### src/rtl/wb_arbiter2_if.sv
// wb_arbiter2_if: one Wishbone B4 pipelined link; dat_m flows master-to-slave, dat_s slave-to-master
interface wb_arbiter2_if #(parameter int ADDR_WIDTH = 4);
  logic cyc, stb, we;
  logic [ADDR_WIDTH-1:0] adr;
  logic [31:0] dat_m, dat_s;
  logic stall, ack, err;
  modport master(output cyc, stb, we, adr, dat_m, input dat_s, stall, ack, err);
  modport slave(input cyc, stb, we, adr, dat_m, output dat_s, stall, ack, err);
endinterface

### src/rtl/wb_arbiter2.sv
// wb_arbiter2: two-master round-robin Wishbone B4 pipelined arbiter; watchdog enabled by WB_ARBITER2_WATCHDOG_EN
module wb_arbiter2 #(
  parameter int ADDR_WIDTH  = 4,
  parameter int WDOG_CYCLES = 255
) (
  input  logic             wb_clk_i,
  input  logic             wb_rst_i,
  wb_arbiter2_if.slave     m0,
  wb_arbiter2_if.slave     m1,
  wb_arbiter2_if.master    s
);
  typedef enum logic [1:0] {IDLE, GNT0, GNT1} state_t;
  state_t state, nxt;
  logic last_gnt;
  logic [3:0] outst;
  logic g0, g1, sel_cyc, stall_g, ack_fwd, accept, fire, abort;
  always_ff @(posedge wb_clk_i) begin
    if (!wb_rst_i) begin
      state    <= IDLE;
      last_gnt <= 1'b1;
      outst    <= 4'd0;
    end else begin
      state <= nxt;
      if (g0 | g1) last_gnt <= g1;
      outst <= (!sel_cyc || fire) ? 4'd0 : outst + 4'(accept) - 4'(ack_fwd);
    end
  end
  always_comb begin
    nxt = state;
    if (state == IDLE)
      nxt = (m0.cyc & m1.cyc) ? (last_gnt ? GNT0 : GNT1) : m0.cyc ? GNT0 : m1.cyc ? GNT1 : IDLE;
    else
      nxt = sel_cyc ? state : IDLE;
  end
  always_comb begin
    g0       = state == GNT0;
    g1       = state == GNT1;
    sel_cyc  = (g0 & m0.cyc) | (g1 & m1.cyc);
    s.cyc    = sel_cyc & !abort;
    s.stb    = s.cyc & (g1 ? m1.stb : m0.stb);
    s.we     = g1 ? m1.we : m0.we;
    s.adr    = g1 ? m1.adr : m0.adr;
    s.dat_m  = g1 ? m1.dat_m : m0.dat_m;
    stall_g  = s.stall | (outst == 4'd15) | abort;
    accept   = s.stb & !stall_g;
    // acks with nothing outstanding, or after the owner dropped cyc, are stale
    ack_fwd  = s.ack & (outst != 4'd0) & s.cyc;
    m0.dat_s = s.dat_s;
    m1.dat_s = s.dat_s;
    m0.stall = !g0 | stall_g;
    m1.stall = !g1 | stall_g;
    m0.ack   = g0 & ack_fwd;
    m1.ack   = g1 & ack_fwd;
    m0.err   = g0 & fire;
    m1.err   = g1 & fire;
  end
`ifdef WB_ARBITER2_WATCHDOG_EN
  logic [7:0] wd;
  always_ff @(posedge wb_clk_i) begin
    if (!wb_rst_i) begin
      wd    <= 8'd0;
      abort <= 1'b0;
    end else begin
      wd    <= (fire || outst == 4'd0 || s.ack || !sel_cyc) ? 8'd0 : wd + 8'd1;
      abort <= fire | (abort & sel_cyc);
    end
  end
  assign fire = (wd == 8'(WDOG_CYCLES)) & sel_cyc;
`else
  assign fire  = 1'b0;
  assign abort = 1'b0;
`endif
endmodule

### src/flat_wrapper.sv
// flat-port wrapper written by rule: the top's interface ports become plain ports
module wb_arbiter2_flat 
#(
  parameter int ADDR_WIDTH  = 4,
  parameter int WDOG_CYCLES = 255
)
  (wb_clk_i, wb_rst_i, m0_cyc, m0_stb, m0_we, m0_adr, m0_dat_m, m0_dat_s, m0_stall, m0_ack, m0_err, m1_cyc, m1_stb, m1_we, m1_adr, m1_dat_m, m1_dat_s, m1_stall, m1_ack, m1_err, s_cyc, s_stb, s_we, s_adr, s_dat_m, s_dat_s, s_stall, s_ack, s_err);
  wb_arbiter2_if #(.ADDR_WIDTH(ADDR_WIDTH)) m0_i ();
  wb_arbiter2_if #(.ADDR_WIDTH(ADDR_WIDTH)) m1_i ();
  wb_arbiter2_if #(.ADDR_WIDTH(ADDR_WIDTH)) s_i ();
  input  logic wb_clk_i;
  input  logic wb_rst_i;
  input wire logic [$bits(m0_i.cyc)-1:0] m0_cyc;
  input wire logic [$bits(m0_i.stb)-1:0] m0_stb;
  input wire logic [$bits(m0_i.we)-1:0] m0_we;
  input wire logic [$bits(m0_i.adr)-1:0] m0_adr;
  input wire logic [$bits(m0_i.dat_m)-1:0] m0_dat_m;
  output wire logic [$bits(m0_i.dat_s)-1:0] m0_dat_s;
  output wire logic [$bits(m0_i.stall)-1:0] m0_stall;
  output wire logic [$bits(m0_i.ack)-1:0] m0_ack;
  output wire logic [$bits(m0_i.err)-1:0] m0_err;
  input wire logic [$bits(m1_i.cyc)-1:0] m1_cyc;
  input wire logic [$bits(m1_i.stb)-1:0] m1_stb;
  input wire logic [$bits(m1_i.we)-1:0] m1_we;
  input wire logic [$bits(m1_i.adr)-1:0] m1_adr;
  input wire logic [$bits(m1_i.dat_m)-1:0] m1_dat_m;
  output wire logic [$bits(m1_i.dat_s)-1:0] m1_dat_s;
  output wire logic [$bits(m1_i.stall)-1:0] m1_stall;
  output wire logic [$bits(m1_i.ack)-1:0] m1_ack;
  output wire logic [$bits(m1_i.err)-1:0] m1_err;
  output wire logic [$bits(s_i.cyc)-1:0] s_cyc;
  output wire logic [$bits(s_i.stb)-1:0] s_stb;
  output wire logic [$bits(s_i.we)-1:0] s_we;
  output wire logic [$bits(s_i.adr)-1:0] s_adr;
  output wire logic [$bits(s_i.dat_m)-1:0] s_dat_m;
  input wire logic [$bits(s_i.dat_s)-1:0] s_dat_s;
  input wire logic [$bits(s_i.stall)-1:0] s_stall;
  input wire logic [$bits(s_i.ack)-1:0] s_ack;
  input wire logic [$bits(s_i.err)-1:0] s_err;
  assign m0_i.cyc = m0_cyc;
  assign m0_i.stb = m0_stb;
  assign m0_i.we = m0_we;
  assign m0_i.adr = m0_adr;
  assign m0_i.dat_m = m0_dat_m;
  assign m0_dat_s = m0_i.dat_s;
  assign m0_stall = m0_i.stall;
  assign m0_ack = m0_i.ack;
  assign m0_err = m0_i.err;
  assign m1_i.cyc = m1_cyc;
  assign m1_i.stb = m1_stb;
  assign m1_i.we = m1_we;
  assign m1_i.adr = m1_adr;
  assign m1_i.dat_m = m1_dat_m;
  assign m1_dat_s = m1_i.dat_s;
  assign m1_stall = m1_i.stall;
  assign m1_ack = m1_i.ack;
  assign m1_err = m1_i.err;
  assign s_cyc = s_i.cyc;
  assign s_stb = s_i.stb;
  assign s_we = s_i.we;
  assign s_adr = s_i.adr;
  assign s_dat_m = s_i.dat_m;
  assign s_i.dat_s = s_dat_s;
  assign s_i.stall = s_stall;
  assign s_i.ack = s_ack;
  assign s_i.err = s_err;
  wb_arbiter2 #(.ADDR_WIDTH(ADDR_WIDTH), .WDOG_CYCLES(WDOG_CYCLES)) u_core (.wb_clk_i(wb_clk_i), .wb_rst_i(wb_rst_i), .m0(m0_i), .m1(m1_i), .s(s_i));
endmodule
### config.mk
export PLATFORM = sky130hd
export DESIGN_NAME = wb_arbiter2_flat
export DESIGN_NICKNAME = d
export VERILOG_FILES = /design/src/rtl/wb_arbiter2_if.sv /design/src/rtl/wb_arbiter2.sv /design/src/flat_wrapper.sv
export SDC_FILE = /design/constraint.sdc
export NUM_CORES = 1
export LEC_CHECK = 0
export BUFFER_PORTS_ARGS = -buffer_cell sky130_fd_sc_hd__buf_2
export CORE_AREA = 2 2 86 88
export CTS_BUF_LIST = sky130_fd_sc_hd__clkbuf_8 sky130_fd_sc_hd__clkbuf_16
export DETAILED_ROUTE_END_ITERATION = 12
export DIE_AREA = 0 0 88 90
export PLACE_DENSITY = 0.66
export REMOVE_ABC_BUFFERS = 1
export SYNTH_ARGS = -nofsm -noshare
export SYNTH_HDL_FRONTEND = slang
export SYNTH_SLANG_ARGS = --single-unit
### constraint.sdc
create_clock -name wb_clk_i -period 2.4 [get_ports wb_clk_i]
set_input_delay 0 -clock wb_clk_i [delete_from_list [all_inputs] [get_ports wb_clk_i]]
set_output_delay 0 -clock wb_clk_i [all_outputs]
set_load 0.01 [all_outputs]
After elaboration in Yosys (flattened, before gate mapping)
Cells that the tools add are included.
Widths: inputs -> output; s select.
{"block": "word_totals", "register_bits": 7, "out_inout_bits": 109, "word_cells": 39}
{"block": "op_classes", "n_addsub": 2, "n_eq_ne": 4, "n_mux": 10, "bitwise_logic": 14, "reduce_logical": 6}
{"operator": "$mux 32", "count": 1}
{"operator": "$mux 2", "count": 6}
{"operator": "$and 1x1->1", "count": 9}
{"operator": "$or 1x1->1", "count": 5}
{"operator": "$add 4x1->4", "count": 1}
{"operator": "$eq 4x4->1 const B", "count": 1}
{"operator": "$mux 4", "count": 1}
{"operator": "$reduce_bool 4->1", "count": 1}
{"operator": "$sub 4x1->4", "count": 1}
{"operator": "$logic_not 1->1", "count": 3}
{"operator": "$eq 2x1->1 const B", "count": 1}
{"operator": "$eq 2x2->1 const B", "count": 1}
{"operator": "$logic_not 2->1", "count": 1}
{"operator": "$mux 1", "count": 2}
{"operator": "$ne 2x2->1 const B", "count": 1}
{"operator": "$reduce_and 2->1", "count": 1}

Logic depth before layout (Yosys ltp)
Gate-level depths: netlist (run 1).
{"block": "logic_depth", "word_depth": 7, "mapped_depth": 11, "ltp_nobuf": 10}

Worst setup path after synthesis (run 1)
OpenSTA, ideal clock, no wires.
{"block": "synth_path", "kind": "register -> register", "startpoint": "reg u_core.state[0]", "endpoint": "reg u_core.outst[1]", "setup_ns": 0.115, "arrival_time_ns": 2.153, "required_time_ns": 2.285, "path_slack_ns": 0.131, "path_stages_with_launch": 11, "synth_period_minus_slack_ns": 2.269, "cell_sequence": "dfxtp_1 > inv_1 > ha_1 > buf_2 > a22o_4 > o311a_1 > ha_1 > inv_1 > ha_1 > fa_1 > and3_1"}
{"block": "synth_via", "elab_chain_cells": 7}
{"element": "start: declaration", "line_no": "wb_arbiter2.sv:13", "text": "state_t state, nxt;"}
{"element": "start signal: assignment", "line_no": "wb_arbiter2.sv:23", "text": "state <= nxt;"}
{"element": "$eq 2x2->1 *", "line_no": "wb_arbiter2.sv:37", "text": "g1 = state == GNT1;"}
{"element": "via u_core.g1", "line_no": "wb_arbiter2.sv:16", "text": "logic g0, g1, sel_cyc, stall_g, ack_fwd, accept, fire, abort;"}
{"element": "$and 1x1->1 *", "line_no": "wb_arbiter2.sv:38", "text": "sel_cyc = (g0 & m0.cyc) | (g1 & m1.cyc);"}
{"element": "$or 1x1->1 *", "line_no": "wb_arbiter2.sv:38"}
{"element": "via s_cyc", "line_no": "flat_wrapper.sv:31", "text": "output wire logic [$bits(s_i.cyc)-1:0] s_cyc;"}
{"element": "$and 1x1->1", "line_no": "wb_arbiter2.sv:40", "text": "s.stb = s.cyc & (g1 ? m1.stb : m0.stb);"}
{"element": "$and 1x1->1", "line_no": "wb_arbiter2.sv:45", "text": "accept = s.stb & !stall_g;"}
{"element": "$add 4x1->4", "line_no": "wb_arbiter2.sv:25", "text": "outst <= (!sel_cyc || fire) ? 4'd0 : outst + 4'(accept) - 4'(ack_fwd);"}
{"element": "$sub 4x1->4", "line_no": "wb_arbiter2.sv:25"}
{"element": "end signal: assignment", "line_no": "wb_arbiter2.sv:25"}
{"element": "end: declaration", "line_no": "wb_arbiter2.sv:15", "text": "logic [3:0] outst;"}
Mark *: on every way through the listed nets, which the timed path passes. The rest lies on a longest branch.
A chain may end at the register's enable or synchronous reset.

Worst setup path after layout (run 1)
{"block": "layout_path", "startpoint": "reg u_core.state[1]", "endpoint": "reg u_core.outst[3]"}
{"block": "layout_via", "elab_chain_cells": 7}
{"element": "$eq 2x1->1 / $eq 2x2->1 (equally long branches)", "line_no": "wb_arbiter2.sv:36, wb_arbiter2.sv:37"}
{"element": "$and 1x1->1", "line_no": "wb_arbiter2.sv:38"}
{"element": "$or 1x1->1", "line_no": "wb_arbiter2.sv:38"}
{"element": "$and 1x1->1", "line_no": "wb_arbiter2.sv:40"}
{"element": "$and 1x1->1", "line_no": "wb_arbiter2.sv:45"}
{"element": "$add 4x1->4", "line_no": "wb_arbiter2.sv:25"}
{"element": "$sub 4x1->4", "line_no": "wb_arbiter2.sv:25"}
Parallel ways exist; a longest one is shown, timed or not.

==> impl_metrics.tcl, run 1 <==
set metrics [dict create \
    status "finished clean" \
    rsz0062_at_grt "false" \
    die_area_um2 7920 \
    drt-vias-per-instance 4.12 \
    hpwlAfterDp_um 4620 \
    drtPass1Iterations 4 \
    ir_worst_vdd_v 0.000119 \
    grt_max_degree 39 \
    placed_cell_area_um2 1690 \
    first_iter_violations 33 \
    antenna_found_initial 0 \
    p_clk_share_pct 30.8 \
    p_int_uw 377 \
    required_ns 2.56 \
    hold_viol_final 0 \
    layout_commonest_cell "buf_2" \
    wl_per_cell_um 17.1 \
    sw_frac_of_total_pct 30.7 \
    synth_cell_types 27 \
    yosys.area.top_type "buf_4" \
    clock_sinks 7 \
    num-fill-cells 773 \
    drive_gt1_share_pct 75.3 \
    yosys-top-cells-area "buf_4 34%, mux2_2 29%, dfxtp_1 9.6%" \
    grt_pass1_wl_um 7530 \
    nets 353 \
    maxCapViolCount 0 \
    ys_ff_latch 7 \
    die-height_um 90 \
    syn_inst 167 \
    wl_met1_um 2330 \
    synth.avg_cell_area_um2 8.72 \
    start_kind "flop" \
    endpoint_kind "flop" \
    setup_viol 0 \
    timing.final.crit_share_pct 95.5 \
    seq_area_frac_synth_pct 9.62 \
    routabilityCongestion 0.735 \
    areaGrowthSynthToFinish_pct 20.4 \
    htree_levels 1 \
    crit_type "reg -> reg" \
    p_comb_share_pct 46.2 \
    ios 224 \
    synth_top_area_share_pct 34.0 \
    grt-ovfl-total 0 \
    cts_setup_buffers 0 \
    yosysWarnings 0 \
    post-route-drc-count 0 \
    antenna_cells 0 \
    route.met2.wl_um 2090 \
    place.port_buffers 124 \
    worstPathArrival_ns 2.46 \
    fin_skew_ns 0.000272 \
    hp-class "in -> out" \
    rows 31 \
    synth_area_um2 1460 \
    cts_tree "built" \
    clk_pin_slew_ns 0.04 \
    mostFrequentLayoutCells "124 x buf_2, 37 x mux2_2, 11 x inv_1" \
    track_usage_pct 13.0 \
    coreArea_um2 7020 \
    max_freq_ghz 0.436 \
    p_seq_share_pct 23.0 \
    p_switching_uw 167 \
    grt_pass1_vias 1244 \
    cts_root_buf "clkbuf_8" \
    stdcell_area_um2 1750 \
    drtAntennaViolNets 0 \
    clk_latency_ns 0.23 \
    numCtsBuffers 3 \
    crit_fanout 7 \
    p_leak_uw 0.000911 \
    final_max_slew_viol_count 0 \
    routed_wl_um 5590 \
    power.total_uw 545 \
    clock_path_buffers 2 \
    vias 1342 \
    start_util_pct 20.7 \
    top_layer_used "met4" \
    die_w_um 88 \
    power_density_nw_per_um2 311 \
    min_period_ns 2.29 \
    wl_met3_um 1140 \
]
## metrics by stage
stage          utilization [%]  TNS (ns)  cells  setup slack [ns]  hold WS, ns
4_1_cts                   24.9         0    326            0.0520     0.000628
2_1_floorplan                -     -1.94     97            -0.612            0
3_5_place_dp              24.1         0    321            0.0635     0.000628
3_3_place_gp              24.1         0    321             0.132     0.000628
6_report                  25.0         0    326             0.107     0.000240
5_1_grt                   25.0         0    326            0.0161     0.000127
## area by class of cell
type                       instances  area [µm²]  share of cell area (%)
clock buffer                       3        41.3                    2.36
clock inverter                     1        3.75                   0.214
inverter                          10        37.5                    2.14
multi-input combinational         80         767                    43.8
sequential                         7         141                    8.07
tap                               99         124                    7.07
timing repair buffer             126         638                    36.4
## critical path: stages, from the launching register on
cell,delay (ns)
dfxtp_1,0.35
inv_1,0.08
ha_2,0.21
a22o_4,0.28
o311a_1,0.14
ha_1,0.19
inv_1,0.10
ha_1,0.24
and3_4,0.17
or3_1,0.34
a21oi_1,0.14
## power groups by stage
stage	Combinational, µW	Clock [µW]	Sequential [µW]
4_1_cts	253	174	125
3_3_place_gp	247	0	127
3_5_place_dp	251	0	127
5_1_grt	275	175	126
2_1_floorplan	128	0	126
6_report	252	168	125
## logic make-up after synthesis
logic type                 Yosys count  synth area share (%)
DFF                                  7                  9.62
other                                1                 0.257
muxes                               38                  29.3
AOI/OAI and AO/OA                   11                  5.93
xor gates and xnor gates             1                 0.601
buffers and inverters               81                  38.3
adders and majority gates           10                  9.11
and+or+nand+nor                     18                  6.87
## cells in the mapped netlist (all sizes together)
library cell and n:
mux2 37, buf 71, o21ai 1, xnor2 1
inv 10, ha 9, a31oi 1, o311a 1
nand3 2, mux2i 1, a21boi 2, and2 3
a21oi 2, a22o 1, conb 1, nor2 1
fa 1, and3 3, o211ai 1, nand3b 2
a21o 1, nand2 6, o22ai 1, or3 1
dfxtp 7
## timing repair
action / 4_1_cts / 5_1_grt
hold buffers: 1 / 0
hold endpoints to repair: 1 / 0
setup endpoints to repair: 0 / 3
resized for setup: 0 / 2
## path summary, 6_finish.rpt
check | startpoint | end | slack [ns] | depth (start not counted)
max | u_core.state[1]$_SDFFE_PN0P_ | u_core.outst[3]$_SDFF_PN0_ | 0.11 | 10
min | s_dat_s[13] | m1_dat_s[13] | 0.0002 | 0
max reg2reg | u_core.state[1]$_SDFFE_PN0P_ | u_core.outst[3]$_SDFF_PN0_ | 0.11 | 10
min reg2reg | u_core.last_gnt$_SDFFE_PN1P_ | u_core.last_gnt$_SDFFE_PN1P_ | 0.50 | 2
## sequential cells by signal (all words and copies together) (netlist names)
name and count:
u_core.last_gnt 1, u_core.outst 4, u_core.state 2
## per-layer routing
| metal | track usage (%) | vias up |
|---|---|---|
| met4 | 2.44 | 0 |
| met1 | 16.0 | 614 |
| li1 | - | 610 |
| met5 | 11.2 | - |
| met2 | 15.0 | 115 |
| met3 | 12.9 | 3 |
Note: power is estimated with default switching activity, not from simulation.
==> run 2, diff against run 1 <==
Settings changed: ABC_AREA set to 1, CORE_AREA 2 2 86 88 to 2 2 87 89, DIE_AREA 0 0 88 90 to 0 0 89 91.
==> impl_metrics.tcl, run 2 <==
set metrics [dict create \
    status "finished clean" \
    setup_viol 0 \
    regToRegStartpoint "u_core.state[1]$_SDFFE_PN0P_" \
    drt-vias-per-instance 4.09 \
    clock_sinks 7 \
    coreArea_um2 7140 \
    yosys.area.top_type "buf_4" \
    synth_xor_area_share_pct 0.571 \
    synth-async-reset-ratio_pct 0 \
    largest_register_ffs 4 \
    p_clk_share_pct 29.4 \
    mostFrequentLayoutCells "126 x nand2_1, 124 x buf_2, 21 x inv_1" \
    synth_compound_area_share_pct 1.96 \
    maxCapViolCount 0 \
    synth.area.mux_share_pct 0 \
    synth_cell_types 20 \
    die_w_um 89 \
    clk_pin_slew_ns 0.04 \
    start_util_pct 21.5 \
    cts_tree "built" \
    endpoint_kind "flop" \
    rsz0062_at_grt "false" \
    max_freq_ghz 0.454 \
    crit_fanout 6 \
    min-delay-start "s_dat_s[9]" \
    synth.avg_cell_area_um2 5.72 \
    areaGrowthSynthToFinish_pct 16.9 \
    yosys-top-cells-area "buf_4 34%, nand2_1 31%, dfxtp_1 9.1%" \
    syn_inst 268 \
    synth_top_area_share_pct 33.8 \
    crit_type "reg -> reg" \
    cts_root_buf "clkbuf_8" \
    routabilityCongestion 0.840 \
    largestRegisters "u_core.outst x4, u_core.state x2, u_core.last_gnt x1" \
    htree_levels 1 \
    power_density_nw_per_um2 310 \
    vias 1730 \
    grt_pass1_vias 1596 \
    num-fill-cells 840 \
    final_max_slew_viol_count 0 \
    hold_viol_final 0 \
    synth_area_um2 1530 \
    hpwlAfterDp_um 5720 \
    die-height_um 91 \
    crit_path_cell_trace "inv_1 > ha_1 > nand2_1 > nand2_4 > nand2_2 > nor2_4 > ha_1 > inv_1 > ha_1 > fa_1 > xnor2_1 > nor2_1" \
    clock_path_buffers 2 \
    top_register "u_core.outst" \
    p_int_uw 355 \
    yosysWarnings 0 \
    seq_area_frac_synth_pct 9.14 \
    first_iter_violations 43 \
    synth-adder-area-share_pct 8.65 \
    track_usage_pct 15.0 \
    timing.hold.ws_ns 0.0000812 \
    sw_frac_of_total_pct 36.2 \
    p_comb_share_pct 48.3 \
    start_kind "flop" \
    cpMaxStageDelayCell "fa_1" \
    ys.flop_type "dfxtp_1" \
    grt_pass1_wl_um 8910 \
    hold_path_end "m0_dat_s[9]" \
    layout_commonest_cell "nand2_1" \
    stdcell_area_um2 1790 \
    routed_wl_um 6630 \
    hp-class "in -> out" \
    nets 450 \
    numCtsBuffers 3 \
    die_area_um2 8100 \
    synth.most_common_cell "nand2_1" \
    ir_worst_vdd_v 0.000422 \
    regToRegSetupSlack_ns 0.20 \
    fin_skew_ns 0.00117 \
    ios 224 \
    hold_depth 0 \
    timing.final.crit_share_pct 91.7 \
    synthTopCellsByCount "126 x nand2_1, 69 x buf_4, 20 x inv_1" \
    p_seq_share_pct 22.3 \
    grt_max_degree 42 \
    placed_cell_area_um2 1740 \
    drive_gt1_share_pct 42.3 \
    crit_top_cell "ha_1" \
    cts_hold_buf 0 \
    wl_per_cell_um 15.7 \
    antenna_found_initial 0 \
    synth_top_family_by_area "buffers and inverters" \
    p_switching_uw 201 \
    ys_ff_latch 7 \
    rows 31 \
    place.port_buffers 124 \
    worstPathArrival_ns 2.32 \
    p_leak_uw 0.00112 \
    synth-simple-area-share_pct 38.0 \
    grt-ovfl-total 0 \
    required_ns 2.52 \
    r2r-end "u_core.outst[2]$_SDFF_PN0_" \
    post-route-drc-count 0 \
    reg2reg_depth 12 \
    worst_path_largest_cell_delay_ns 0.39 \
    synth_edf_count 0 \
    drtPass1Iterations 5 \
    clk_latency_ns 0.23 \
    min_period_ns 2.20 \
    drtAntennaViolNets 0 \
    antenna_cells 0 \
]
run 2: cell count changes after synthesis, sizes merged, moves of 2 or more:
cell,delta
nand2,+123
mux2,-37
inv,+12
nor2,+8
nand3,+6
a21oi,+3
and2,-3
and3,-3
buf,+3
a21boi,-2
nand3b,-2
run 2: layout make-up:
cell class	count	area [µm²]	area share, %
sequential	7	140	7.82
inverter	22	82.6	4.61
timing repair buffer	126	639	35.7
tap	99	124	6.91
multi-input combinational	165	762	42.5
clock buffer	3	41.3	2.30
clock inverter	1	3.75	0.209
run 2: logic make-up (layout without fill, tap and decap cells):
| family | Yosys count | after routing |
|---|---|---|
| DFF | 7 | 7 |
| AOI/OAI and AO/OA | 6 | 6 |
| buffers and inverters | 97 | 152 |
| and+or+nand+nor | 146 | 146 |
| adders and majority gates | 10 | 10 |
| other | 1 | 2 |
| xor gates and xnor gates | 1 | 1 |
run 2: repair_timing:
action                                  4_1_cts  5_1_grt
gates resized for setup                       0        1
buffers inserted                              0        0
endpoints found under the setup margin        0        1
endpoints found under the hold margin         0        0
run 2: power groups by stage:
stage / Combinational (µW) / Sequential (µW) / Clock (µW)
finish: 269 / 124 / 164
global route: 304 / 125 / 177
CTS: 273 / 124 / 167
detailed placement: 271 / 126 / 0
global placement: 266 / 126 / 0
floorplan: 126 / 126 / 0
run 2: worst max path at each step:
stage               depth (start not counted)                         end  slack, ns                    startpoint
global route                               12  u_core.outst[2]$_SDFF_PN0_       0.04  u_core.state[1]$_SDFFE_PN0P_
finish                                     12  u_core.outst[2]$_SDFF_PN0_       0.20  u_core.state[1]$_SDFFE_PN0P_
floorplan                                  11  u_core.outst[2]$_SDFF_PN0_      -0.40  u_core.state[0]$_SDFFE_PN0P_
CTS                                        12  u_core.outst[2]$_SDFF_PN0_       0.15  u_core.state[0]$_SDFFE_PN0P_
global placement                           12  u_core.outst[2]$_SDFF_PN0_       0.24  u_core.state[0]$_SDFFE_PN0P_
detailed placement                         12  u_core.outst[2]$_SDFF_PN0_       0.21  u_core.state[0]$_SDFFE_PN0P_
run 2: per-stage QoR:
step,TNS [ns],std cells,total power [µW],setup slack [ns],util [%]
after CTS,0,423,564,0.146,25.1
final,0,423,556,0.198,25.1
after global placement,0,419,392,0.236,24.4
after floorplan,-0.801,194,252,-0.398,-
after detailed placement,0,419,397,0.208,24.4
after global routing,0,423,607,0.0366,25.1
run 2: metal layers:
metal | routed length, µm | global-route usage [%] | share of wire (%) | vias to the layer above
li1 | - | - | - | 838
met1 | 2320 | 14.0 | 35 | 714
met2 | 2660 | 22.0 | 40 | 164
met3 | 1500 | 15.2 | 23 | 12
met4 | 68 | 3.11 | 1.0 | 2
met5 | 81 | 14.7 | 1.2 | -
run 2: worst max-delay path, delay by kind of cell, from the launching register on:
kind	cells	cell delay [ns]
adder cells (fa/ha/maj)	4	1.09
buffers and inverters	2	0.11
flip-flops	1	0.34
XOR/XNOR	1	0.18
AND/OR/NAND/NOR	5	0.37
==> run 3, diff against run 2 <==
Settings changed: CTS_BUF_LIST sky130_fd_sc_hd__clkbuf_8 sky130_fd_sc_hd__clkbuf_16 to unset.
==> impl_metrics.tcl, run 3 (synthesis gave the netlist of run 2 again) <==
set metrics [dict create \
    status "finished clean" \
    crit_path_cell_trace "inv_1 > ha_1 > nand2_1 > nand2_4 > nand2_2 > nor2_4 > ha_1 > inv_1 > ha_1 > fa_1 > xnor2_1 > nor2_1" \
    start_util_pct 21.5 \
    start_kind "flop" \
    ir_worst_vdd_v 0.000422 \
    post-route-drc-count 0 \
    first_iter_violations 43 \
    drive_gt1_share_pct 42.3 \
    worstPathArrival_ns 2.32 \
    drtPass1Iterations 5 \
    layout_commonest_cell "nand2_1" \
    crit_buf_inv 2 \
    crit_type "reg -> reg" \
    critical_path.top_delay_family "adder cells" \
    setup_viol 0 \
    grt-ovfl-total 0 \
    routabilityCongestion 0.840 \
    top_layer_used "met5" \
    endpoint_kind "flop" \
    largestRegisters "u_core.outst x4, u_core.state x2, u_core.last_gnt x1" \
    cpMaxStageDelayCell "fa_1" \
    clk_latency_ns 0.23 \
    min_period_ns 2.20 \
    htree_levels 1 \
    antenna_found_initial 0 \
    crit_fanout 6 \
    vias 1729 \
    track_usage_pct 15.0 \
    max_freq_ghz 0.454 \
    grt_pass1_vias 1596 \
    rsz0062_at_grt "false" \
    hold_viol_final 0 \
    stdcell_area_um2 1790 \
    worst_slack_ns 0.197 \
    grt_pass1_wl_um 8910 \
    final_max_slew_viol_count 0 \
    hpwlAfterDp_um 5720 \
    num-fill-cells 840 \
    cts_tree "built" \
    clock_sinks 7 \
    clk_pin_slew_ns 0.04 \
    route.met2.wl_um 2660 \
    coreArea_um2 7140 \
    grt_max_degree 42 \
    p_leak_uw 0.00112 \
    cts_root_buf "clkbuf_8" \
    drt-vias-per-instance 4.09 \
    mostFrequentLayoutCells "126 x nand2_1, 124 x buf_2, 20 x inv_1" \
    timing.hold.ws_ns 0.0000812 \
    dp_slack_ns 0.208 \
    drtAntennaViolNets 0 \
    place.port_buffers 124 \
    dp.cells 419 \
    nets 450 \
    ios 224 \
    fin_skew_ns 0.00212 \
    die_w_um 89 \
    required_ns 2.52 \
    die_area_um2 8100 \
    worst_path_largest_cell_delay_ns 0.39 \
    wl_per_cell_um 15.7 \
    placed_cell_area_um2 1740 \
    final_cells 423 \
    top_register "u_core.outst" \
    timing.final.crit_share_pct 91.8 \
    clock_path_buffers 2 \
    maxCapViolCount 0 \
    wl_met3_um 1500 \
    crit_top_cell "ha_1" \
    wl_met1_um 2320 \
    areaGrowthSynthToFinish_pct 16.9 \
    power_density_nw_per_um2 312 \
    largest_register_ffs 4 \
    antenna_cells 0 \
    die-height_um 91 \
    hp-class "in -> out" \
    rows 31 \
    cts_setup_buffers 0 \
    numCtsBuffers 3 \
    routed_wl_um 6630 \
]
==> run 3: per-stage QoR <==
stage               util (%)  setup TNS (ns)  total power, µW
floorplan                  -          -0.801              252
global placement        24.4               0              392
detailed placement      24.4               0              397
CTS                     25.1               0              568
global route            25.1               0              610
finish                  25.1               0              560
==> run 3: final timing paths <==
check / endpoint / cells past startpoint / slack [ns] / start
max: u_core.outst[2]$_SDFF_PN0_ / 12 / 0.20 / u_core.state[1]$_SDFFE_PN0P_
min: m0_dat_s[9] / 0 / 0.00008 / s_dat_s[9]
max reg2reg: u_core.outst[2]$_SDFF_PN0_ / 12 / 0.20 / u_core.state[1]$_SDFFE_PN0P_
min reg2reg: u_core.last_gnt$_SDFFE_PN1P_ / 2 / 0.50 / u_core.last_gnt$_SDFFE_PN1P_
==> run 3: area by class of cell <==
type,instances,area (µm²),area share (%)
inverter,22,82.6,4.61
multi-input combinational,165,762,42.5
clock buffer,4,45.0,2.51
tap,99,124,6.91
timing repair buffer,126,639,35.7
sequential,7,140,7.82
==> run 3: timing repair <==
action,CTS,global route
gates resized for setup,0,1
hold buffers,0,0
setup endpoints to repair,0,1
hold endpoints to repair,0,0
==> run 3: where the power goes <==
part | total (µW) | switching, µW | internal, µW
sequential | 124 | 2.72 | 122
combinational | 268 | 146 | 123
clock | 167 | 52.0 | 115
total | 560 | 201 | 359
==> run 3: routing by layer <==
metal  track usage (%)  vias up
met5              14.7        -
met4              3.11        2
met3              15.2       12
met2              22.0      164
met1              14.0      713
li1                  -      838
==> run 3: worst register-to-register path: cells and delay by family, from the launching register on <==
| family | cells | cell delay [ns] |
|---|---|---|
| and+or+nand+nor | 5 | 0.37 |
| buffers and inverters | 2 | 0.11 |
| DFF | 1 | 0.34 |
| adders and majority gates | 4 | 1.09 |
| xor gates and xnor gates | 1 | 0.18 |
